File: src/rtl/led_scan_scheduler.sv
// led_scan_scheduler: row-scan/blanking sequencer for an 8x8 RGB matrix with a double-buffered frame store and 2-digit 7-seg mux
// Ports: CLK/reset (sync, active-high); wr_en/wr_row/wr_red/wr_green/wr_blue write a row of the back buffer;
// swap_req asks for a front/back swap at the next frame boundary, swap_ack pulses when it commits;
// blank_all forces the matrix dark; digit_ones/digit_tens are BCD score digits;
// led = {red[0:7], green[8:15], blue[16:23] active-low, row[24:26], enable[27]}; seg active-low {a..g};
// COM digit select (01 ones, 10 tens); frame_start pulses at the start of each row-0 period.
module led_scan_scheduler #(
    parameter int TICK_DIV     = 25000,
    parameter int BLANK_CYCLES = 64
) (
    input  logic        CLK,
    input  logic        reset,
    input  logic        wr_en,
    input  logic [2:0]  wr_row,
    input  logic [7:0]  wr_red,
    input  logic [7:0]  wr_green,
    input  logic [7:0]  wr_blue,
    input  logic        swap_req,
    output logic        swap_ack,
    input  logic        blank_all,
    input  logic [3:0]  digit_ones,
    input  logic [3:0]  digit_tens,
    output logic [0:27] led,
    output logic [6:0]  seg,
    output logic [1:0]  COM,
    output logic        frame_start
);
    localparam int CW = $clog2(TICK_DIV);
    localparam logic [CW-1:0] LAST = CW'(TICK_DIV - 1);
    localparam logic [CW-1:0] BLK  = CW'(BLANK_CYCLES);

    logic [CW-1:0] cnt_q, cnt_d;
    logic [2:0]    row_q, row_d;
    logic          front_q;
    logic          pend_q, pend_d;
    logic [3:0]    ones_q, tens_q;
    logic [23:0]   mem_q [2][8];
    logic          wrap, eof, commit, dark;

    function automatic logic [6:0] decode(input logic [3:0] d);
        case (d)
            4'd0:    decode = 7'b0000001;
            4'd1:    decode = 7'b1001111;
            4'd2:    decode = 7'b0010010;
            4'd3:    decode = 7'b0000110;
            4'd4:    decode = 7'b1001100;
            4'd5:    decode = 7'b0100100;
            4'd6:    decode = 7'b0100000;
            4'd7:    decode = 7'b0001111;
            4'd8:    decode = 7'b0000000;
            4'd9:    decode = 7'b0000100;
            default: decode = 7'b1111111;
        endcase
    endfunction

    always_comb begin
        wrap   = cnt_q == LAST;
        eof    = wrap && row_q == 3'd7;
        // a request landing in the commit cycle rides along with that commit
        commit = eof && (pend_q || swap_req);
        dark   = cnt_q < BLK || blank_all;
        cnt_d  = wrap ? '0 : cnt_q + 1'b1;
        row_d  = wrap ? row_q + 3'd1 : row_q;
        pend_d = commit ? 1'b0 : pend_q | swap_req;
    end

    always_ff @(posedge CLK) begin
        if (reset) begin
            cnt_q       <= '0;
            row_q       <= '0;
            front_q     <= 1'b0;
            pend_q      <= 1'b0;
            ones_q      <= '0;
            tens_q      <= '0;
            for (int b = 0; b < 2; b++)
                for (int r = 0; r < 8; r++)
                    mem_q[b][r] <= '1;
            led         <= {24'hFFFFFF, 3'd0, 1'b0};
            seg         <= 7'b0000001;
            COM         <= 2'b01;
            swap_ack    <= 1'b0;
            frame_start <= 1'b0;
        end else begin
            cnt_q   <= cnt_d;
            row_q   <= row_d;
            front_q <= front_q ^ commit;
            pend_q  <= pend_d;
            if (eof) begin
                ones_q <= digit_ones;
                tens_q <= digit_tens;
            end
            // back buffer is chosen by the pre-toggle front, so a commit-cycle write lands in the new front
            if (wr_en)
                mem_q[~front_q][wr_row] <= {wr_red, wr_green, wr_blue};
            led         <= {dark ? 24'hFFFFFF : mem_q[front_q][row_q], row_q, ~dark};
            seg         <= decode(row_q[0] ? tens_q : ones_q);
            COM         <= row_q[0] ? 2'b10 : 2'b01;
            swap_ack    <= commit;
            frame_start <= eof;
        end
    end
endmodule

File: config.mk
export PLATFORM = sky130hd
export DESIGN_NAME = led_scan_scheduler
export DESIGN_NICKNAME = d
export VERILOG_FILES = /design/src/rtl/led_scan_scheduler.sv
export SDC_FILE = /design/constraint.sdc
export NUM_CORES = 1
export LEC_CHECK = 0
export BUFFER_PORTS_ARGS = -buffer_cell sky130_fd_sc_hd__buf_2
export CAP_MARGIN = 20
export CELL_PAD_IN_SITES_DETAIL_PLACEMENT = 2
export CELL_PAD_IN_SITES_GLOBAL_PLACEMENT = 2
export CORE_ASPECT_RATIO = 1.25
export CORE_MARGIN = 2
export CORE_UTILIZATION = 42
export DETAILED_ROUTE_END_ITERATION = 8
export GPL_TIMING_DRIVEN = 0
export PLACE_DENSITY = 0.76
export SLEW_MARGIN = 20
export SYNTH_ARGS = -nofsm -noshare
export SYNTH_HDL_FRONTEND = slang
export SYNTH_SLANG_ARGS = --single-unit
export TNS_END_PERCENT = 20
File: constraint.sdc
create_clock -name CLK -period 4.8 [get_ports CLK]
set_input_delay 1.44 -clock CLK [delete_from_list [all_inputs] [get_ports CLK]]
set_output_delay 1.44 -clock CLK [all_outputs]
set_load 0.02 [all_outputs]
; ---- After elaboration in Yosys (flattened, before gate mapping)
; Memories as Yosys holds them, arrays and structs flattened. A register that Yosys moved wholly into a read port is not among the register bits.
; Index checks and enable logic that the tools add are counted.
[totals]
rom_bits = 112
output_inout_bits = 39
mem_count = 2
reg_bits = 60
ram_bits = 384
in_bits = 40
elab_cells = 52
[op_classes]
magnitude_cmp = 4
n_addsub = 2
muxes = 16
eq_ne = 2
bitwise = 6
reduce_logical = 9
[memory_table]
columns = name, words, width, rd, rd_ports_with_merged_regs, write_ports, line_no
row1 = mem_q, 2, 192, 1, 1, 2, 37  ; logic [23:0] mem_q [2][8];
row2 = (no name shown), 16, 7, 1, 1, 0, 41  ; case (d)
[op_table]
columns = op, count
row1 = 192-bit 2-to-1 mux, 3
row2 = 192-bit OR reduction, 1
row3 = 24-bit binary-select mux with 3-bit select, 1
row4 = 24-bit demux with 3-bit select, 1
row5 = 24-bit 2-to-1 mux, 3
row6 = "15-bit by 1-bit adder with 15-bit output, second input constant", 1
row7 = "15-bit equality test, second input constant", 1
row8 = "15-bit by 7-bit < comparator with 1-bit output, second input constant", 1
row9 = "4-bit greater-or-equal comparator, second input constant", 2
row10 = 3-bit inverter with 4-bit output, 2
row11 = 1-bit 2-to-1 mux, 6
row12 = 2-bit OR reduction, 3
row13 = "4-bit by 1-bit < comparator with 1-bit output, second input constant", 1
row14 = 4-bit 2-to-1 mux, 1
row15 = "3-bit by 1-bit adder with 3-bit output, second input constant", 1
row16 = "3-bit equality test, second input constant", 1
row17 = 1-bit logical AND, 3
row18 = 1-bit logical OR, 2
row19 = 2-bit 2-to-1 mux, 1
row20 = 1-bit inverter, 2
row21 = 1-bit OR, 1
row22 = 1-bit bitwise XOR, 1

; ---- Logic depth before layout (Yosys ltp)
; Gate-level depths: netlist (run 1).
[logic_depth]
ltp_word = 8
ltp_mapped = 7
mapped_depth_nobuf = 6

; ---- Least setup slack after synthesis (run 1)
; No wires, ideal clock.
[synth_timing]
path_type = input to register
from = input wr_en
to = memory mem_q[0][0] (netlist bit) (enable)
t_required_ps = 4362
setup_ps = 438
path_slack_ps = 228
cell_stages = 6
n_path_buf = 3
arrival_time_ps = 4133
cell_sequence = clkbuf_1 nor2b_1 clkbuf_1 nand3_1 clkbuf_1 o21ai_0
[synth_lines]
columns = item, line_no
row1 = from (decl), 13  ; input logic wr_en,
row2 = to (decl), 37

==> impl_table.tex, run 1 <==
\begin{tabular}{lr}
\hline
Metric & Value \\
\hline
\multicolumn{2}{l}{\textbf{Run status}} \\
\quad Outcome & completed \\
\multicolumn{2}{l}{\textbf{Routing}} \\
\quad Overall via count from detail\_route & approximately 11000 \\
\quad Routed wire per std cell & around 33 um \\
\quad DRC violation total after the first TritonRoute iteration & between 1000 and 1500 \\
\quad Via density per instance & between 6 and 7 \\
\quad DRC violations left & 0 \\
\quad Total wire length after detailed routing & approximately 63000 um \\
\quad Detailed-routing iteration count for the pre-antenna-repair pass & 5 \\
\quad Post-DRT Antenna Nets & 0 \\
\multicolumn{2}{l}{\textbf{STA}} \\
\quad Fmax & about 220 MHz \\
\quad Final number of hold-violating endpoints & 0 \\
\quad Number of pins with negative max-slew slack in the final report & 0 \\
\quad Total setup violations reported at the end of the flow & 0 \\
\quad Setup tns final & 0 ns \\
\quad Shortest clock period the worst path allows after layout & 4.58 ns \\
\quad Post-route clock period utilization & between 90\% and 100\% \\
\quad Largest clock skew in the final design & between 0.015 and 0.02 ns \\
\quad Max transition margin & a little under a quarter \\
\quad RSZ-0062 raised after global routing & no \\
\quad Worst-case hold slack & around 0.45 ns \\
\quad Transition time of the tightest slew-check pin & 1.16 ns \\
\multicolumn{2}{l}{\textbf{Die}} \\
\quad X dimension of the die & approximately 190 um \\
\quad Initial core utilization & between 40\% and 50\% \\
\quad Std-Cell Rows & 86 \\
\quad Top Ports & 79 \\
\quad Vertical extent of the die & between 200 and 250 um \\
\quad Area inside the core boundary & between 0.04 and 0.05 mm\^{}2 \\
\quad Area of the die & 0.0461 mm\^{}2 \\
\multicolumn{2}{l}{\textbf{Place}} \\
\quad Half-perimeter wire length after detailed placement & 43100 um \\
\quad Number of port buffers & 74 \\
\quad Placer congestion estimate & 0.790 \\
\multicolumn{2}{l}{\textbf{Critical path}} \\
\quad Reg-to-Reg Start & front\_q \\
\quad Worst R2R End & mem\_q[0][158] \\
\quad Max incr delay on CP & 0.74 ns \\
\quad Critical path buffers and inverters & 3 \\
\quad Type of element launching the critical path & input pin \\
\quad WP depth & 7 \\
\quad Required time of the critical path & 5.00 ns \\
\quad Highest net fanout along the worst path & 24 \\
\quad Crit Path Class & input pin to flop \\
\quad Reg-to-reg slack, setup & between 0.9 and 1 ns \\
\quad Kind of cell adding the most delay to the critical path & buffers and inverters \\
\quad Most common cell on crit path & clkbuf\_1 \\
\quad CP max-delay cell & clkbuf\_1 \\
\quad Crit path launch & wr\_en \\
\quad Worst Reg-to-Reg Cells & 7 \\
\quad Kind of capture point of the worst setup path & flop \\
\quad Critical-path cell list & clkbuf\_1 -> nor2b\_1 -> clkbuf\_1 -> and3b\_1 -> and3\_1 -> clkbuf\_1 -> or2\_4 \\
\quad Destination of the critical timing path & mem\_q[0][39] \\
\quad Arrival time at the worst endpoint & 4.79 ns \\
\multicolumn{2}{l}{\textbf{Power and ir drop}} \\
\quad Worst vdd rail ir drop & 294 uV \\
\quad Pwr per Cell Area & 381 mW/mm\^{}2 \\
\quad P\_leak & a little under 6 nW \\
\multicolumn{2}{l}{\textbf{Synth}} \\
\quad Number of standard cells after synthesis & roughly 1100 \\
\quad Largest cells by area after synthesis & edfxtp\_1 62\%, mux4\_2 12\%, dfxtp\_1 7.1\% \\
\quad Netlist area before placement & 0.0187 mm\^{}2 \\
\quad Area share of the largest cell type after synthesis & about three fifths \\
\quad Number of warnings reported in the yosys synthesis log & 0 \\
\quad Most instantiated flip-flop cell in the synthesis netlist & edfxtp\_1 \\
\quad Async set-or-reset flop fraction in the synthesized netlist & 0\% \\
\quad Sequential element share of the synthesized area & 68.9\% \\
\quad Cell taking the most area after synthesis & edfxtp\_1 \\
\quad Post-synthesis sequential element count & 450 \\
\quad Syn\_area\_per\_cell & between 15 and 20 um\^{}2 \\
\quad Post-synth EDFFs & between 300 and 400 \\
\quad Post-synth net total & 1192 \\
\quad Post-synth cell types & 40 \\
\multicolumn{2}{l}{\textbf{CTS}} \\
\quad Hold-fix buffers, CTS & 0 \\
\quad H-tree depth & 2 \\
\quad Post-CTS clock slew at the launch and capture registers of the worst setup and hold paths & around 0.060 ns \\
\quad Sink Count & between 400 and 500 \\
\quad Buffer cell driving the clock tree root & clkbuf\_16 \\
\quad Buffers from clock root to sink, at most & 3 \\
\quad Clock latency reported for the late side of the worst-skew pair & around 0.58 ns \\
\quad TritonCTS buffer count & 47 \\
\quad TritonCTS clock tree & built \\
\multicolumn{2}{l}{\textbf{Min path}} \\
\quad Cell count of the worst hold path & 1 \\
\quad Type of the tightest min-delay check & flop to flop \\
\multicolumn{2}{l}{\textbf{Global route}} \\
\quad Top Usage Layer GRT & met2 \\
\quad Global-route wire length before repair & just over 90000 um \\
\quad Met2 Track Usage GR & roughly half \\
\quad Initial antenna violation count & 2 \\
\quad Global-route track usage on met3 & under 10\% \\
\quad Met1 Usage GRT & between 30\% and 40\% \\
\quad Final global-route overflow total & 0 \\
\quad Number of global-route vias before repair & 12800 \\
\quad Global-route total usage across every layer & 28.3\% \\
\quad Largest net degree at the start of global routing & 25 \\
\multicolumn{2}{l}{\textbf{Job}} \\
\quad MaxCap Viol Count & 0 \\
\multicolumn{2}{l}{\textbf{Cells and area}} \\
\quad Fin util & about half \\
\quad Nets & $\sim$1300 \\
\quad Signed area change from the synthesized netlist to the final layout & 17.3\% \\
\quad Most frequent standard cell in the layout excluding fill and tap cells & edfxtp\_1 \\
\quad Fraction of final layout cells with drive strength greater than 1 & 31.5\% \\
\quad Commonest cells after routing, fill and taps aside & 384 x edfxtp\_1, 98 x or2\_2, 96 x mux4\_2 \\
\hline
\end{tabular}
stage by stage:
stage	std cells	total power, mW	setup slack, ns	instance area (um^2)
3_5_place_dp	1809	4.72	-0.617	20300
6_report	1899	8.34	0.215	21900
2_1_floorplan	1143	4.50	0.228	18700
3_3_place_gp	1789	4.65	-2.53	19700
5_1_grt	1899	8.53	0.189	21900
4_1_cts	1896	8.38	0.0417	21900
registers in the layout, indices dropped and copies added, names as in the netlist, 3 cells and up:
register  cells
ones_q        4
cnt_q        15
led          28
seg           7
row_q         3
mem_q       384
tens_q        4
worst min-delay path by stage:
stage             start  endpoint  slack [ns]
2_1_floorplan  cnt_q[0]  cnt_q[0]        0.42
3_3_place_gp   cnt_q[0]  cnt_q[0]        0.43
3_5_place_dp   cnt_q[0]  cnt_q[0]        0.45
4_1_cts        cnt_q[0]  cnt_q[0]        0.46
5_1_grt        cnt_q[0]  cnt_q[0]        0.47
6_report       cnt_q[0]  cnt_q[0]        0.45
layer usage:
metal / share of wire, % / wire, um / up-vias
li1: - / - / 4709
met1: 37 / 23700 / 6106
met2: 53 / 33700 / 495
met3: 5.6 / 3520 / 138
met4: 3.8 / 2410 / 0
met5: 0 / 0 / -
Yosys cell counts, types with 18 or more instances:
cell / count
mux2_2: 26
nand3_1: 25
mux4_2: 96
clkbuf_1: 65
or2_2: 99
nand2b_1: 50
dfxtp_1: 66
o21ai_0: 18
edfxtp_1: 384
or3_1: 73
nand2_1: 39
nor2_1: 26
a21o_1: 24
worst register-to-register path, delay by kind of cell (launching register included):
family,cells,cell delay (ns)
AND/OR/NAND/NOR,2,0.95
buffers and inverters,5,2.25
flip-flops,1,0.31
repair_timing:
item,in CTS,in global routing
resized for setup,0,1
setup endpoints to repair,0,24
buffers inserted,0,0
cell families after synthesis:
group	share of synthesized area, %
adder cells (fa/ha/maj)	0.603
multiplexers	14.0
flip-flops	68.9
XOR/XNOR	0.610
AO/OA/AOI/OAI	3.22
AND/OR/NAND/NOR	10.9
buffers and inverters	1.86
power by group:
part           switching, mW  total [mW]  internal, mW
Combinational          0.238       0.311        0.0728
Clock                   1.57        3.70          2.13
Sequential            0.0226        4.33          4.31
area by class of cell:
cell class / count / area, um^2
fill: 4027 / 22100
inverter: 7 / 26.3
sequential: 450 / 12900
multi-input combinational: 606 / 5610
buffer: 80 / 325
tap: 572 / 716
timing repair buffer: 95 / 820
clock buffer: 68 / 1320
antenna: 2 / 5.00
clock inverter: 19 / 215
Power figures use the tool's default switching activity.
==> inputs of run 2 (changes only) <==
Settings changed: CELL_PAD_IN_SITES_DETAIL_PLACEMENT 2 to 0, CELL_PAD_IN_SITES_GLOBAL_PLACEMENT 2 to 1, CORE_UTILIZATION 42 to 48.
==> impl_table.tex, run 2 (same netlist as run 1, synthesis figures left out) <==
\begin{tabular}{lr}
\hline
Metric & Value \\
\hline
\multicolumn{2}{l}{\textbf{Power and ir drop}} \\
\quad Worst vdd rail ir drop & 250 uV \\
\quad P\_leak & 5.78 nW \\
\quad Pwr per Cell Area & 370 mW/mm\^{}2 \\
\quad Sum of internal, switching and leakage power & around 8 mW \\
\multicolumn{2}{l}{\textbf{Critical path}} \\
\quad Required time of the critical path & about 5 ns \\
\quad Crit path launch & wr\_en \\
\quad Worst R2R End & mem\_q[0][28] \\
\quad Kind of capture point of the worst setup path & flop \\
\quad Type of element launching the critical path & input pin \\
\quad Reg-to-Reg Start & front\_q \\
\quad Destination of the critical timing path & mem\_q[0][28] \\
\quad Highest net fanout along the worst path & 24 \\
\quad Crit Path Class & input pin to flop \\
\quad Worst Reg-to-Reg Cells & 6 \\
\quad Arrival time at the worst endpoint & between 4 and 5 ns \\
\quad Reg-to-reg slack, setup & 1.11 ns \\
\multicolumn{2}{l}{\textbf{Place}} \\
\quad Placed standard-cell area & about 0.020 mm\^{}2 \\
\quad Placer congestion estimate & approximately 0.83 \\
\quad Number of port buffers & between 70 and 80 \\
\quad Half-perimeter wire length after detailed placement & $\sim$33000 um \\
\multicolumn{2}{l}{\textbf{STA}} \\
\quad Shortest clock period the worst path allows after layout & approximately 4.7 ns \\
\quad Max transition margin & between 20\% and 30\% \\
\quad Transition time of the tightest slew-check pin & about 1.1 ns \\
\quad Post-route clock period utilization & 97.0\% \\
\quad RSZ-0062 raised after global routing & no \\
\quad Setup tns final & 0 ns \\
\quad Number of pins with negative max-slew slack in the final report & 0 \\
\quad Final number of hold-violating endpoints & 0 \\
\quad Largest clock skew in the final design & about 0.027 ns \\
\quad Fmax & 215 MHz \\
\quad Total setup violations reported at the end of the flow & 0 \\
\multicolumn{2}{l}{\textbf{Global route}} \\
\quad Initial antenna violation count & 4 \\
\quad Met1 Usage GRT & 30.9\% \\
\quad Top Usage Layer GRT & met2 \\
\quad Global-route total usage across every layer & between 20 and 25\% \\
\quad Global-route track usage on met3 & under 10\% \\
\quad Number of global-route vias before repair & 11100 \\
\quad Final global-route overflow total & 0 \\
\quad Met2 Track Usage GR & between 40\% and 50\% \\
\quad Largest net degree at the start of global routing & 25 \\
\quad Global-route wire length before repair & 71900 um \\
\multicolumn{2}{l}{\textbf{Die}} \\
\quad Std-Cell Rows & 80 \\
\quad X dimension of the die & about 180 um \\
\quad Vertical extent of the die & between 200 and 250 um \\
\quad Initial core utilization & 48.8\% \\
\quad Top Ports & just under 80 \\
\quad Area inside the core boundary & about 0.038 mm\^{}2 \\
\quad Area of the die & $\sim$0.040 mm\^{}2 \\
\multicolumn{2}{l}{\textbf{CTS}} \\
\quad Clock latency reported for the late side of the worst-skew pair & between 0.5 and 0.6 ns \\
\quad Buffer cell driving the clock tree root & clkbuf\_16 \\
\quad TritonCTS clock tree & built \\
\quad Buffers from clock root to sink, at most & 3 \\
\quad H-tree depth & 2 \\
\quad TritonCTS buffer count & 44 \\
\quad Post-CTS Resized & 0 \\
\quad Hold-fix buffers, CTS & 0 \\
\quad Setup bufs post-CTS & 0 \\
\quad Sink Count & 450 \\
\quad Post-CTS clock slew at the launch and capture registers of the worst setup and hold paths & roughly 0.060 ns \\
\multicolumn{2}{l}{\textbf{Job}} \\
\quad MaxCap Viol Count & 0 \\
\multicolumn{2}{l}{\textbf{Routing}} \\
\quad Detailed-routing iteration count for the pre-antenna-repair pass & 5 \\
\quad Post-DRT Antenna Nets & 0 \\
\quad Routed wire per std cell & 27.4 um \\
\quad Via density per instance & 6.03 \\
\quad DRC violation total after the first TritonRoute iteration & 965 \\
\quad Total wire length after detailed routing & roughly 50000 um \\
\quad Overall via count from detail\_route & around 11000 \\
\quad DRC violations left & 0 \\
\multicolumn{2}{l}{\textbf{Cells and area}} \\
\quad Nets & 1329 \\
\quad Regs by FF count & mem\_q: 384 flops, led: 28 flops, cnt\_q: 15 flops \\
\quad Commonest cells after routing, fill and taps aside & 384 x edfxtp\_1, 99 x or2\_2, 96 x mux4\_2 \\
\quad Cell area after layout & roughly 0.022 mm\^{}2 \\
\quad Fraction of final layout cells with drive strength greater than 1 & 30.7\% \\
\quad Fin util & 56.4\% \\
\quad Reg with most FFs & mem\_q \\
\quad Number of flip-flops in the largest register & about 380 \\
\quad Signed area change from the synthesized netlist to the final layout & 15.6\% \\
\quad Most frequent standard cell in the layout excluding fill and tap cells & edfxtp\_1 \\
\multicolumn{2}{l}{\textbf{Min path}} \\
\quad Cell count of the worst hold path & 1 \\
\quad Type of the tightest min-delay check & flop to flop \\
\multicolumn{2}{l}{\textbf{Run status}} \\
\quad Outcome & completed \\
\hline
\end{tabular}
## run 2: cell type report
| cell class | instances | area [um^2] |
|---|---|---|
| sequential | 450 | 12900 |
| clock buffer | 62 | 1220 |
| antenna | 1 | 2.50 |
| timing repair buffer | 91 | 764 |
| multi-input combinational | 606 | 5610 |
| buffer | 80 | 324 |
| clock inverter | 17 | 156 |
| inverter | 7 | 26.3 |
| fill | 3002 | 16700 |
| tap | 492 | 616 |
## run 2: critical path, cell delays in order
cell      delay (ns)
clkbuf_1        0.39
nor2b_1         0.20
clkbuf_1        0.40
and3b_1         0.31
and3_1          0.46
clkbuf_1        0.70
or2_2           0.86
## run 2: power breakdown
part | internal, mW | total (mW) | switching (mW) | leakage (nW)
registers | 4.31 | 4.32 | 0.0162 | 3.40
logic | 0.0677 | 0.282 | 0.215 | 1.70
clock network | 1.93 | 3.37 | 1.44 | 0.674
total | 6.30 | 7.97 | 1.67 | 5.78
## run 2: worst min-delay path by stage
stage / endpoint / from
2_1_floorplan: cnt_q[0] / cnt_q[0]
5_1_grt: cnt_q[0] / cnt_q[0]
3_3_place_gp: cnt_q[0] / cnt_q[0]
6_report: cnt_q[0] / cnt_q[0]
3_5_place_dp: cnt_q[0] / cnt_q[0]
4_1_cts: cnt_q[0] / cnt_q[0]
## run 2: metal layers
metal / part of all wire [%] / vias up / wire length [um]
met3: 7.4 / 96 / 3640
met5: 0.081 / - / 40
met2: 52 / 482 / 25600
met1: 38 / 5617 / 18900
li1: - / 4690 / -
met4: 2.8 / 6 / 1370
## run 2: stage by stage
stage                     hold WS [ns]  setup WS (ns)  cells
after global routing             0.481         0.0538   1805
after detailed placement         0.434         -0.317   1726
after floorplan                  0.418          0.228   1143
after CTS                        0.447          0.254   1805
after global placement           0.431          -2.33   1709
final                            0.444          0.143   1806
